--- config.mk ---
export PLATFORM = sky130hd
export DESIGN_NAME = uart_capture
export DESIGN_NICKNAME = d
export VERILOG_FILES = /design/src/rtl/uart_capture.sv
export SDC_FILE = /design/constraint.sdc
export NUM_CORES = 1
export LEC_CHECK = 0
export ABC_AREA = 0
export CELL_PAD_IN_SITES_DETAIL_PLACEMENT = 0
export CELL_PAD_IN_SITES_GLOBAL_PLACEMENT = 1
export CORE_ASPECT_RATIO = 0.6
export CORE_MARGIN = 3
export CORE_UTILIZATION = 45
export CTS_BUF_LIST = sky130_fd_sc_hd__clkbuf_8
export DETAILED_ROUTE_END_ITERATION = 6
export GPL_ROUTABILITY_DRIVEN = 0
export MAX_ROUTING_LAYER = met4
export PLACE_DENSITY = 0.71
export SKIP_CTS_REPAIR_TIMING = 1
export SLEW_MARGIN = 5
export SYNTH_ARGS = -nofsm -noshare
export SYNTH_HDL_FRONTEND = slang
export SYNTH_SLANG_ARGS = --single-unit
--- constraint.sdc ---
create_clock -name CLK -period 5 [get_ports CLK]
set_input_delay 1 -clock CLK [delete_from_list [all_inputs] [get_ports CLK]]
set_output_delay 1 -clock CLK [all_outputs]
set_load 0.05 [all_outputs]
--- src/rtl/uart_capture.sv ---
// 8N1 UART receiver: 2-flop input synchronizer, mid-bit sampling FSM and a
// small circular receive FIFO drained over a valid/ready handshake.
module uart_capture #(
  parameter int CLKS_PER_BIT = 16,
  parameter int FIFO_DEPTH   = 8
) (
  input  logic                          CLK,
  input  logic                          RESET,
  input  logic                          RXD,
  output logic [7:0]                    RX_DATA,
  output logic                          RX_VALID,
  input  logic                          RX_READY,
  output logic                          FRAME_ERR,
  output logic                          OVERRUN,
  output logic [$clog2(FIFO_DEPTH):0]   FIFO_COUNT
);

  localparam int CW = $clog2(CLKS_PER_BIT);
  localparam int AW = $clog2(FIFO_DEPTH);
  localparam logic [CW-1:0] HALF_M1 = CW'(CLKS_PER_BIT / 2 - 1);
  localparam logic [CW-1:0] FULL_M1 = CW'(CLKS_PER_BIT - 1);
  localparam logic [AW:0]   DEPTH_C = (AW + 1)'(FIFO_DEPTH);

  typedef enum logic [2:0] {
    S_IDLE,
    S_START,
    S_DATA,
    S_STOP,
    S_WAIT_IDLE
  } state_t;

  logic          sync1, rxs, rxs_prev;
  state_t        state, state_n;
  logic [CW-1:0] cnt, cnt_n;
  logic [2:0]    bit_idx, bit_idx_n;
  logic [7:0]    shreg, shreg_n;
  logic          push, fe_n, ov_n;

  logic [7:0]    mem [FIFO_DEPTH];
  logic [AW-1:0] wr_ptr, rd_ptr;
  logic [AW:0]   count;
  logic          pop, full;

  assign full       = (count == DEPTH_C);
  assign RX_VALID   = (count != '0);
  assign pop        = RX_VALID && RX_READY;
  assign RX_DATA    = RX_VALID ? mem[rd_ptr] : 8'h00;
  assign FIFO_COUNT = count;

  // NOTE: sequential state uses non-blocking assignments so every flop
  // samples the pre-edge value of its neighbours.
  always_ff @(posedge CLK) begin
    if (RESET) begin
      sync1     <= 1'b1;
      rxs       <= 1'b1;
      rxs_prev  <= 1'b1;
      state     <= S_IDLE;
      cnt       <= '0;
      bit_idx   <= '0;
      shreg     <= '0;
      FRAME_ERR <= 1'b0;
      OVERRUN   <= 1'b0;
    end else begin
      sync1     <= RXD;
      rxs       <= sync1;
      rxs_prev  <= rxs;
      state     <= state_n;
      cnt       <= cnt_n;
      bit_idx   <= bit_idx_n;
      shreg     <= shreg_n;
      FRAME_ERR <= fe_n;
      OVERRUN   <= ov_n;
    end
  end

  // NOTE: every signal gets a default before the case so no latch is inferred.
  always_comb begin
    state_n   = state;
    cnt_n     = cnt + 1'b1;
    bit_idx_n = bit_idx;
    shreg_n   = shreg;
    push      = 1'b0;
    fe_n      = 1'b0;
    ov_n      = 1'b0;
    unique case (state)
      S_IDLE: begin
        cnt_n = '0;
        if (rxs_prev && !rxs) state_n = S_START;
      end
      S_START: begin
        if (cnt == HALF_M1) begin
          cnt_n     = '0;
          bit_idx_n = '0;
          state_n   = rxs ? S_IDLE : S_DATA;
        end
      end
      S_DATA: begin
        if (cnt == FULL_M1) begin
          cnt_n     = '0;
          shreg_n   = {rxs, shreg[7:1]};
          bit_idx_n = bit_idx + 1'b1;
          if (bit_idx == 3'd7) state_n = S_STOP;
        end
      end
      S_STOP: begin
        if (cnt == FULL_M1) begin
          cnt_n   = '0;
          state_n = S_IDLE;
          if (!rxs) begin
            fe_n    = 1'b1;
            state_n = S_WAIT_IDLE;
          end else if (!full || pop) begin
            push = 1'b1;
          end else begin
            ov_n = 1'b1;
          end
        end
      end
      S_WAIT_IDLE: begin
        cnt_n = '0;
        if (rxs) state_n = S_IDLE;
      end
      default: state_n = S_IDLE;
    endcase
  end

  // NOTE: storage array is not reset; the count and pointers alone define
  // which entries are live.
  always_ff @(posedge CLK) begin
    if (push) mem[wr_ptr] <= shreg;
  end

  always_ff @(posedge CLK) begin
    if (RESET) begin
      wr_ptr <= '0;
      rd_ptr <= '0;
      count  <= '0;
    end else begin
      if (push) wr_ptr <= wr_ptr + 1'b1;
      if (pop)  rd_ptr <= rd_ptr + 1'b1;
      case ({push, pop})
        2'b10:   count <= count + 1'b1;
        2'b01:   count <= count - 1'b1;
        default: count <= count;
      endcase
    end
  end

endmodule

* After elaboration in Yosys (flattened, before gate mapping)
Memory sizes are Yosys's and may differ from the RTL's. A register that Yosys moved wholly into a read port is not among the register bits. Cells that the tools add are included. W data, S select, Z words.
Word-level totals: bits in registers 33, bits in writable memories 64, output and inout port bits 15, memories 1
Cells by class: add/sub/neg operators 6, bitwise operators 3, equal/unequal tests 16, reduce and logical (&&, ||, !) cells 16, multiplexer cells 27
Memories:
- mem | words 8, width 8, read ports 1, clocked after memory_dff 1, write ports 1, RTL line 39 | logic [7:0] mem [FIFO_DEPTH];
Operators with widths (number):
- $mux W3 | 11
- $pmux W3 S5 | 1
- $ne A2 B2 Y1 const B | 6
- $pmux W4 S3 | 1
- $add A3 B1 Y3 const B | 3
- $add A4 B1 Y4 const B | 2
- $eq A4 B4 Y1 const B | 2
- $mux W1 | 8
- $mux W4 | 2
- $mux W8 | 1
- $pmux W4 S2 | 1
- $eq A3 B2 Y1 const B | 2
- $eq A3 B3 Y1 const B | 2
- $pmux W3 S2 | 1
- $reduce_and A6 Y1 | 1
- $eq A4 B3 Y1 const B | 1
- $reduce_bool A2 Y1 | 2
- $reduce_bool A4 Y1 | 1
- $reduce_or A2 Y1 | 2
- $reduce_or A4 Y1 | 1
- $sub A4 B1 Y4 const B | 1
- $eq A3 B1 Y1 const B | 1
- $logic_not A3 Y1 | 1
- $not A1 Y1 | 3
- 9 further kinds | 11

* Depth between registers and ports, before layout
Gate-level depths: netlist (run 1).
word-level depth 9, depth in mapped cells 12

* Least setup slack after synthesis (run 1)
No wires, ideal clock.
kind reg2reg, start point register count[1] (netlist: FIFO_COUNT[1]), end point register count[3] (netlist: FIFO_COUNT[3]), required time 4879 ps, path buffers 2, setup slack 1660 ps, stages on the path, launching flop included 10, arrival 3219 ps, cells stage by stage dfxtp_1 -> clkbuf_1 -> nor4_2 -> inv_1 -> and2_1 -> clkbuf_1 -> ha_1 -> or3_1 -> o32ai_1 -> mux2_2
On the way: longest elaborated chain between the ends 9, elaborated cells on any way between the ends 15, those cells by class 2 x add/sub; 3 x eq/ne; 5 x mux; 5 x reduce/logical
Ends and longest elaborated chain:
- from (decl) | RTL line 41 | logic [AW:0] count;
- from (signal assigned) | RTL line 142 | 2'b10: count <= count + 1'b1;
- from (signal assigned) | RTL line 143 | 2'b01: count <= count - 1'b1;
- from (signal assigned) | RTL line 144 | default: count <= count;
- $reduce_bool A4 Y1 (*) | RTL line 45 | assign RX_VALID = (count != '0);
- net RX_VALID | RTL line 11 | output logic RX_VALID,
- $logic_and A1 B1 Y1 (*) | RTL line 46 | assign pop = RX_VALID && RX_READY;
- net pop | RTL line 42 | logic pop, full;
- $logic_or A1 B1 Y1 | RTL line 112 | end else if (!full || pop) begin
- $mux W1 | RTL line 112
- $mux W1 | RTL line 109 | if (!rxs) begin
- $mux W1 | RTL line 106 | if (cnt == FULL_M1) begin
- $mux W1 | RTL line 85 | unique case (state)
- $eq A2 B1 Y1 or $eq A2 B2 Y1 (tied branches) | RTL line 141 | case ({push, pop})
- $pmux W4 S2 or $reduce_bool A2 Y1 (tied branches)
The timed path passes the listed nets; every way through them passes the cells marked *. A chain may end at the register's enable or synchronous reset.

==> results of run 1 <==
==> power breakdown <==
part	total [W]	leakage, nW	switching (W)	internal [W]
logic	0.0000633	0.509	0.0000350	0.0000283
registers	0.000890	0.884	0.0000163	0.000874
clock network	0.000566	0.119	0.000270	0.000296
total	0.00152	1.51	0.000321	0.00120
==> placed cells by master (no fill, tap or decap), types with 6 or more instances in the layout <==
cell type / netlist / routed
nand3_1: 8 / 8
nor3_1: 11 / 11
nand2b_1: 8 / 8
ha_1: 8 / 8
clkdlybuf4s50_1: 0 / 18
edfxtp_1: 64 / 64
clkbuf_8: 0 / 10
mux4_2: 16 / 16
a21oi_1: 12 / 12
inv_1: 5 / 6
dfxtp_1: 36 / 36
o21ai_0: 6 / 6
nor2_1: 33 / 33
buf_4: 0 / 7
mux2i_1: 19 / 19
==> layer usage <==
layer	GRT usage [%]	part of all wire (%)	vias to the layer above
met5	-	0	-
met4	3.249	0.75	0
met2	20.92	41	50
li1	-	-	1114
met1	23.35	51	1114
met3	5.882	7.1	4
==> layout make-up <==
class,instances,area share [%]
flip-flops and latches,100,57.13
multi-input cells,167,29.59
repair buffers,25,5.031
clock inverters,6,1.839
inverters,5,0.4057
well taps,112,3.029
clock buffers,10,2.975
==> registers in the layout (all words and copies together) (netlist names), named ones only <==
signal and cells:
mem 64, shreg 8, FIFO_COUNT 4, cnt 4
bit_idx 3, rd_ptr 3, state 3, wr_ptr 3
FRAME_ERR 1, OVERRUN 1, rxs 1, rxs_prev 1
sync1 1
==> metrics by stage <==
step | cell area (µm²) | utilization [%]
floorplan | 4081 | -
global placement | 4403 | 50.88
detailed placement | 4403 | 50.88
CTS | 4626 | 53.46
global route | 4626 | 53.46
finish | 4626 | 53.46
==> logic make-up after synthesis <==
kind of cell	share of synthesized area, %
flip-flops	64.75
AND/OR/NAND/NOR	11.50
multiplexers	13.76
AO/OA/AOI/OAI	4.323
buffers and inverters	1.717
adder cells (fa/ha/maj)	2.453
XOR/XNOR	1.502
==> how the worst min path moves through the flow <==
stage | from | endpoint | slack, ns | cells after the start
4_1_cts | sync1 | rxs | 0.43 | 1
6_report | sync1 | rxs | 0.43 | 1
3_5_place_dp | sync1 | rxs | 0.41 | 1
5_1_grt | sync1 | rxs | 0.45 | 1
2_1_floorplan | sync1 | rxs | 0.39 | 1
3_3_place_gp | sync1 | rxs | 0.39 | 1
==> worst max-delay path, stage by stage (launching register included) <==
cell,delay [ns]
dfxtp_1,0.83
buf_4,0.31
mux4_2,0.51
mux2i_1,0.15
nor2_1,0.06
clkdlybuf4s50_1,0.74
==> run summary, run 1 <==
Outcome: finished clean
Core box area: 8653 µm²
Most frequent cells after synthesis: edfxtp_1 (64), dfxtp_1 (36), nor2_1 (33), mux2i_1 (19), mux4_2 (16)
Max cap viols: 0
Max clock buf depth: 2
Final Non-Filler Cells: 425
I/O pin total: 19
R2R depth: 7
Synthesized cell area: 4081 µm²
H-tree Lvls: 3
Iteration-0 DRC count of the detailed router: 274
Dpl ws: 1.374 ns
Maximum VDD drop: 0.2101 mV
Most frequent cell after synthesis: edfxtp_1
Power Density: 328.6 nW/µm²
Largest area contributor in the netlist: edfxtp_1
Crit path time final: 3.962 ns
DP HPWL: 4.977 mm
Worst setup path end: RX_DATA[3]
Number of synthesized flops with an enable pin: 64
Crit start category: flop
Syn Inst Count: 285
Fin. max-slew vios: 0
RSZ-0062 raised after global routing: false
Die area: 10,290 µm²
Largest net degree at the start of global routing: 34
Sequential cell area fraction in the yosys report: 64.75%
PnR worst setup slack: 1.038 ns
Setup Viol. Count Final: 0
Crit Path Class: reg2out
CTS tree: built
Top cell type's share of synthesized area: 47.09%
Ys Warns: 0
Worst slew margin relative to its limit: 34.28%
Post-layout nets: 320
Root Buffer: clkbuf_8
CP endpoint kind: output port
Skew final: 0.01012 ns
Fin. Hold Viols: 0
# port buffers: 18
Setup TNS Final: 0 ns
Arr. time, crit path: 2.96 ns
Layout area overhead: 13.34%
Reg2reg end: FIFO_COUNT[3]
Clk pin slew, worst setup/hold paths: 0.09 ns
Synth Net Count: 297
First-pass GRT wire length: 11.65 mm
Data required time at the worst endpoint: 4.00 ns
Reg area: 2643 µm²
Fillers: 720
Netlist cell types: 37
Hold/Removal Path Class: reg2reg
Inst Count DP: 409
R2r startpoint: FIFO_COUNT[0]
Period utilization: 79.24%
Starting Density: 47.17%
First-pass DRT Iterations: 4
Worst Tran Pin Value: 0.9777 ns
Initial antenna violation count: 0
Hold Slack: 0.4294 ns
All-Layer GR Usage: 15.85%
Vias per inst: 5.369
Tot Pwr: 0.001520 W
Asr flop ratio synth: 0%
WL final: 7.240 mm
Share of layout cells above drive strength 1: 14.06%
Skew-Pair Late Insertion Delay: 0.36 ns
Total gr overflow: 0
Synth Register Bits: 100
Lkg Pwr: 1.512 nW
Synth area leaders: edfxtp_1 (47%), dfxtp_1 (18%), mux4_2 (8.8%), mux2i_1 (4.7%), nor2_1 (3.0%)
Vias in the first global route: 2,155
DRC errors left: 0
Crit Path Max Fanout: 11
Prevailing post-synth register cell: edfxtp_1
Multi-input gate area: 1369 µm²
Fmax: 0.2524 GHz
Via count: 2,282
R2R Setup Slk: 1.87 ns
Num CTS Buffers: 9
DRT antenna net count: 0
Rows: 26
Routed WL per cell: 17.04 µm
Mean Syn Cell Area: 14.32 µm²
Die W: 129.0 µm
Clock sinks: 100
ANT cells: 0
Die H: 79.77 µm
No activity file was read; power rests on OpenSTA's default activity.
==> inputs of run 2 (changes only) <==
==> constraint.sdc (replaced) <==
create_clock -name CLK -period 3.7 [get_ports CLK]
set_input_delay 0.74 -clock CLK [delete_from_list [all_inputs] [get_ports CLK]]
set_output_delay 0.74 -clock CLK [all_outputs]
set_load 0.05 [all_outputs]
==> run summary, run 2 (same netlist as run 1, synthesis figures left out) <==
Outcome: finished clean
Worst Tran Pin Value: 0.9156 ns (-0.06210 ns)
Hold/Removal Path Class: reg2reg
Fillers: 715 (-0.69%)
CP peak stage delay: 0.70 ns (-0.13 ns)
Max clock buf depth: 2 (unchanged)
All-Layer GR Usage: 15.80% (-0.059 points)
Routed WL per cell: 17.01 µm (-0.14%)
CP Cell Sequence: buf_4 > mux4_2 > mux2i_1 > nor2_1 > clkdlybuf4s50_1
Total gr overflow: 0 (unchanged)
Crit path time final: 3.322 ns
Vias in the first global route: 2,133 (-1.0%)
Initial antenna violation count: 0 (unchanged)
Power Density: 413.3 nW/µm² (+26%)
Lkg Pwr: 1.491 nW (-1.4%)
CP endpoint kind: output port
Most frequent cells in the layout: edfxtp_1 (64), dfxtp_1 (36), nor2_1 (33)
Area after DPL: 4425 µm² (+0.51%)
Setup Viol. Count Final: 0 (unchanged)
Rows: 26 (unchanged)
Flip-flop count of the largest register after layout: 64 (unchanged)
Num CTS Buffers: 9 (unchanged)
Data required time at the worst endpoint: 2.96 ns (-1.04 ns)
CTS tree: built
Clock sinks: 100 (unchanged)
Die H: 79.77 µm (unchanged)
ANT cells: 0 (unchanged)
Regs by FF count: mem: 64 flops, shreg: 8 flops
First-pass GRT wire length: 11.67 mm (+0.11%)
Via count: 2,230 (-2.3%)
I/O pin total: 19 (unchanged)
H-tree Lvls: 3 (unchanged)
First-pass DRT Iterations: 4 (unchanged)
Core box area: 8653 µm² (unchanged)
Arr. time, crit path: 2.58 ns (-0.38 ns)
Post-layout nets: 323 (+0.94%)
CP bufs+invs: 2 (unchanged)
Vias per inst: 5.210 (-3.0%)
Share of layout cells above drive strength 1: 14.56% (+0.50 points)
Multi-input gate area: 1369 µm² (unchanged)
RSZ-0062 raised after global routing: false
Setup TNS Final: 0 ns (unchanged)
Die W: 129.0 µm (unchanged)
Clk pin slew, worst setup/hold paths: 0.09 ns (about the same)
Most common library cell in the layout ignoring fill and taps: edfxtp_1
DP HPWL: 4.935 mm (-0.85%)
PnR worst setup slack: 0.3785 ns (-0.6593 ns)
Largest net degree at the start of global routing: 21 (-38%)
Core Util, Final: 53.08% (-0.38 points)
Max cap viols: 0 (unchanged)
Starting Density: 47.17% (unchanged)
Inst Count DP: 412 (+0.73%)
Skew-Pair Late Insertion Delay: 0.36 ns (about the same)
Iteration-0 DRC count of the detailed router: 195 (-29%)
WL final: 7.281 mm (+0.57%)
Reg area: 2643 µm² (unchanged)
Die area: 10,290 µm² (unchanged)
Slowest cell on the critical path: clkdlybuf4s50_1
Root Buffer: clkbuf_8
Crit Path Class: reg2out
Maximum VDD drop: 0.1711 mV (-19%)
Fin. Hold Viols: 0 (unchanged)
Fin. max-slew vios: 0 (unchanged)
Crit Path Max Fanout: 16 (+5)
Period utilization: 89.77%
CP top delay family: buffers and inverters
Final instance area: 4593 µm² (-0.70%)
Dpl ws: 0.6252 ns (-0.7485 ns)
DRT antenna net count: 0 (unchanged)
# port buffers: 18 (unchanged)
Worst slew margin relative to its limit: 38.96% (+4.7 points)
Fmax: 0.3011 GHz
Final Non-Filler Cells: 428 (+0.71%)
Biggest register: mem
Skew final: 0.009353 ns (-0.0007652 ns)
Layout area overhead: 12.54%
DRC errors left: 0 (unchanged)
Crit start category: flop
-- run 2: cell types whose count changed in the layout (fill, tap and decap cells not counted), moves of 2 or more --
cell,before,now
inv_4,2,0
buf_4,7,10
clkinv_2,0,2
clkinv_1,0,2
bufinv_16,2,0
-- run 2: per-stage QoR --
stage	hold WS, ns	total power (W)
after floorplan	0.3895	0.001295
after global placement	0.3951	0.001318
after detailed placement	0.3962	0.001319
after CTS	0.4181	0.001923
after global routing	0.4432	0.001976
final	0.4155	0.001898
-- run 2: worst paths after layout --
path,start,end,slack [ns],depth (start not counted)
setup / recovery,flop,RX_DATA[4],0.38,5
hold / removal,sync1,rxs,0.42,1
setup reg to reg,cnt[0],FIFO_COUNT[3],0.75,8
hold reg to reg,sync1,rxs,0.42,1
-- run 2: cell type report --
| cell class | count | share of cell area (%) |
|---|---|---|
| clock buffer | 10 | 2.996 |
| tap | 112 | 3.051 |
| timing repair buffer | 28 | 5.557 |
| clock inverter | 6 | 0.6538 |
| inverter | 5 | 0.4086 |
| multi-input combinational | 167 | 29.80 |
| sequential | 100 | 57.53 |
-- run 2: power by group --
part	internal, W	switching, W
combinational	0.0000420	0.0000598
sequential	0.00118	0.0000111
clock	0.000254	0.000350
total	0.00148	0.000421
-- run 2: routing by layer --
| metal | vias to the layer above | global-route usage (%) | routed length, µm |
|---|---|---|---|
| met5 | - | - | 0 |
| met4 | 0 | 5.241 | 115 |
| met3 | 14 | 4.813 | 545 |
| met2 | 38 | 21.44 | 2998 |
| met1 | 1061 | 22.65 | 3622 |
| li1 | 1117 | - | - |
==> patch, RTL diff (settings of run 2) <==
Register the output `FIFO_COUNT` once more; this adds one clock of latency there. The other outputs are not delayed to match.
--- a/src/rtl/uart_capture.sv
+++ b/src/rtl/uart_capture.sv
@@ -45,7 +45,9 @@
   assign RX_VALID   = (count != '0);
   assign pop        = RX_VALID && RX_READY;
   assign RX_DATA    = RX_VALID ? mem[rd_ptr] : 8'h00;
-  assign FIFO_COUNT = count;
+  always_ff @(posedge CLK) begin
+    FIFO_COUNT <= count;
+  end
 
   // NOTE: sequential state uses non-blocking assignments so every flop
   // samples the pre-edge value of its neighbours.
Check against the original RTL: no difference found for any inputs over 10 cycles, from zero or initial values and one cycle with RESET high; that may be too few to reach the edited logic, so the function may still have changed.
==> patch against run 2 <==
Power grew 2.7%; worst setup slack lost 0.029 ns; design area is 2.3% higher; sequential share of layout area is 0.40 points higher; wire length decreased by 0.48%; synthesized area increased by 1.7%; highest routed layer unchanged; sequential cell count is 4 higher.
==> patch: results (changes against run 2) <==
Status: finished clean (unchanged). The minimum setup slack among reg-to-reg paths is 0.95 ns (was 0.75 ns). The number of distinct library cells after synthesis is 39 (was 37). The proportion of synthesized chip area in sequential cells came to 0.6556 (was 0.6475). The terminus of the critical flop-to-flop path is count[2] (was FIFO_COUNT[3]).

The number of nets in the layout came out at 325 (was 323). Cell types occupying the most area after synthesis: sky130_fd_sc_hd__edfxtp_1 (46%), sky130_fd_sc_hd__dfxtp_1 (19%), sky130_fd_sc_hd__mux4_2 (8.7%) (was sky130_fd_sc_hd__edfxtp_1 (47%), sky130_fd_sc_hd__dfxtp_1 (18%), sky130_fd_sc_hd__mux4_2 (8.8%)). The maximum frequency from static timing analysis came out at 298.5 MHz (was 301.1 MHz). The sum of routed wire length over all layers was 7246 um (was 7281 um). The switching power as a share of total power is 0.2026 (was 0.2219). The launch point of the worst reg-to-reg path was cnt[0] (unchanged). The post-place instance area was 4512 um2 (was 4425 um2). The number of port buffers is 18 (unchanged). The maximum number of pins on one net before global-route repair is 22 (was 21).

The worst setup slack before clock tree synthesis came to 0.4788 ns (was 0.6252 ns). The maximum clock skew at final layout is 0.01254 ns (was 0.009353 ns). The TritonCTS buffer count was 9 (unchanged). The leakage power summed over all cells came out at 1.557 nW (was 1.491 nW). The number of buffers on the longest clock path came to 2 (unchanged). The total power consumption of the routed design came out at 0.001950 W (was 0.001898 W).

The flip-flop and latch count after synthesis came out at 104 (was 100). The post-DP HPWL came out at 4887 um (was 4935 um). The total via count after detailed routing is 2249 (was 2230). The number of DRC violations after detailed-routing iteration 0 came to 176 (was 195). The overall global routing resource usage is 0.1610 (was 0.1580). The cell count of the worst hold path is 1 (unchanged). The worst endpoint data arrival time came out at 2.61 ns (was 2.58 ns). The worst relative slew slack came out at 0.4519 (was 0.3896).

The via count of the first global-routing pass came to 2211 (was 2133). The sequential fraction of design power is 0.633 (was 0.628). The fraction of layout cells with a size suffix above 1 came out at 0.1730 (was 0.1456).

The depth of the worst register-to-register path is 11 (was 8).
patch: area by class of cell:
class                   count  area [um2]
clock buffers               9       123.9
clock inverters             7       63.81
fillers                   740        4051
inverters                   6       25.02
multi-input cells         160        1339
flip-flops and latches    104        2723
well taps                 112       140.1
repair buffers             32       285.3
patch: layer usage:
layer  global-route usage  share of wire  up-vias
met5                    -              0        -
met3              0.05980          0.041        7
met2               0.2198           0.41       31
met1               0.2316           0.54     1098
li1                     -              -     1113
met4              0.03112         0.0090        0
patch: metrics by stage:
step,hold slack (ns),cells,util
3_5_place_dp,0.3952,414,0.5156
6_report,0.4219,430,0.5370
3_3_place_gp,0.3941,414,0.5156
5_1_grt,0.4575,430,0.5370
2_1_floorplan,0.3258,285,-
4_1_cts,0.4307,430,0.5370
patch: worst max-delay path, cell delays in order (launching register included):
cell	delay [ns]
sky130_fd_sc_hd__dfxtp_1	0.32
sky130_fd_sc_hd__buf_4	0.31
sky130_fd_sc_hd__mux4_2	0.56
sky130_fd_sc_hd__mux2i_1	0.26
sky130_fd_sc_hd__nor2_1	0.08
sky130_fd_sc_hd__clkdlybuf4s50_1	0.71
patch: worst min-delay path by stage:
stage | from | endpoint
2_1_floorplan | count[1] | FIFO_COUNT[1]
3_3_place_gp | sync1 | rxs
3_5_place_dp | sync1 | rxs
4_1_cts | sync1 | rxs
5_1_grt | sync1 | rxs
6_report | sync1 | rxs
patch: cell families (layout without fill, tap and decap cells):
group,count (synthesis),count (layout),share of synthesized area
DFF,104,104,0.6556
and+or+nand+nor,85,85,0.1076
muxes,35,35,0.1332
AOI/OAI and AO/OA,23,23,0.03706
buffers and inverters,21,54,0.02350
xor gates and xnor gates,9,9,0.01898
adders and majority gates,8,8,0.02410
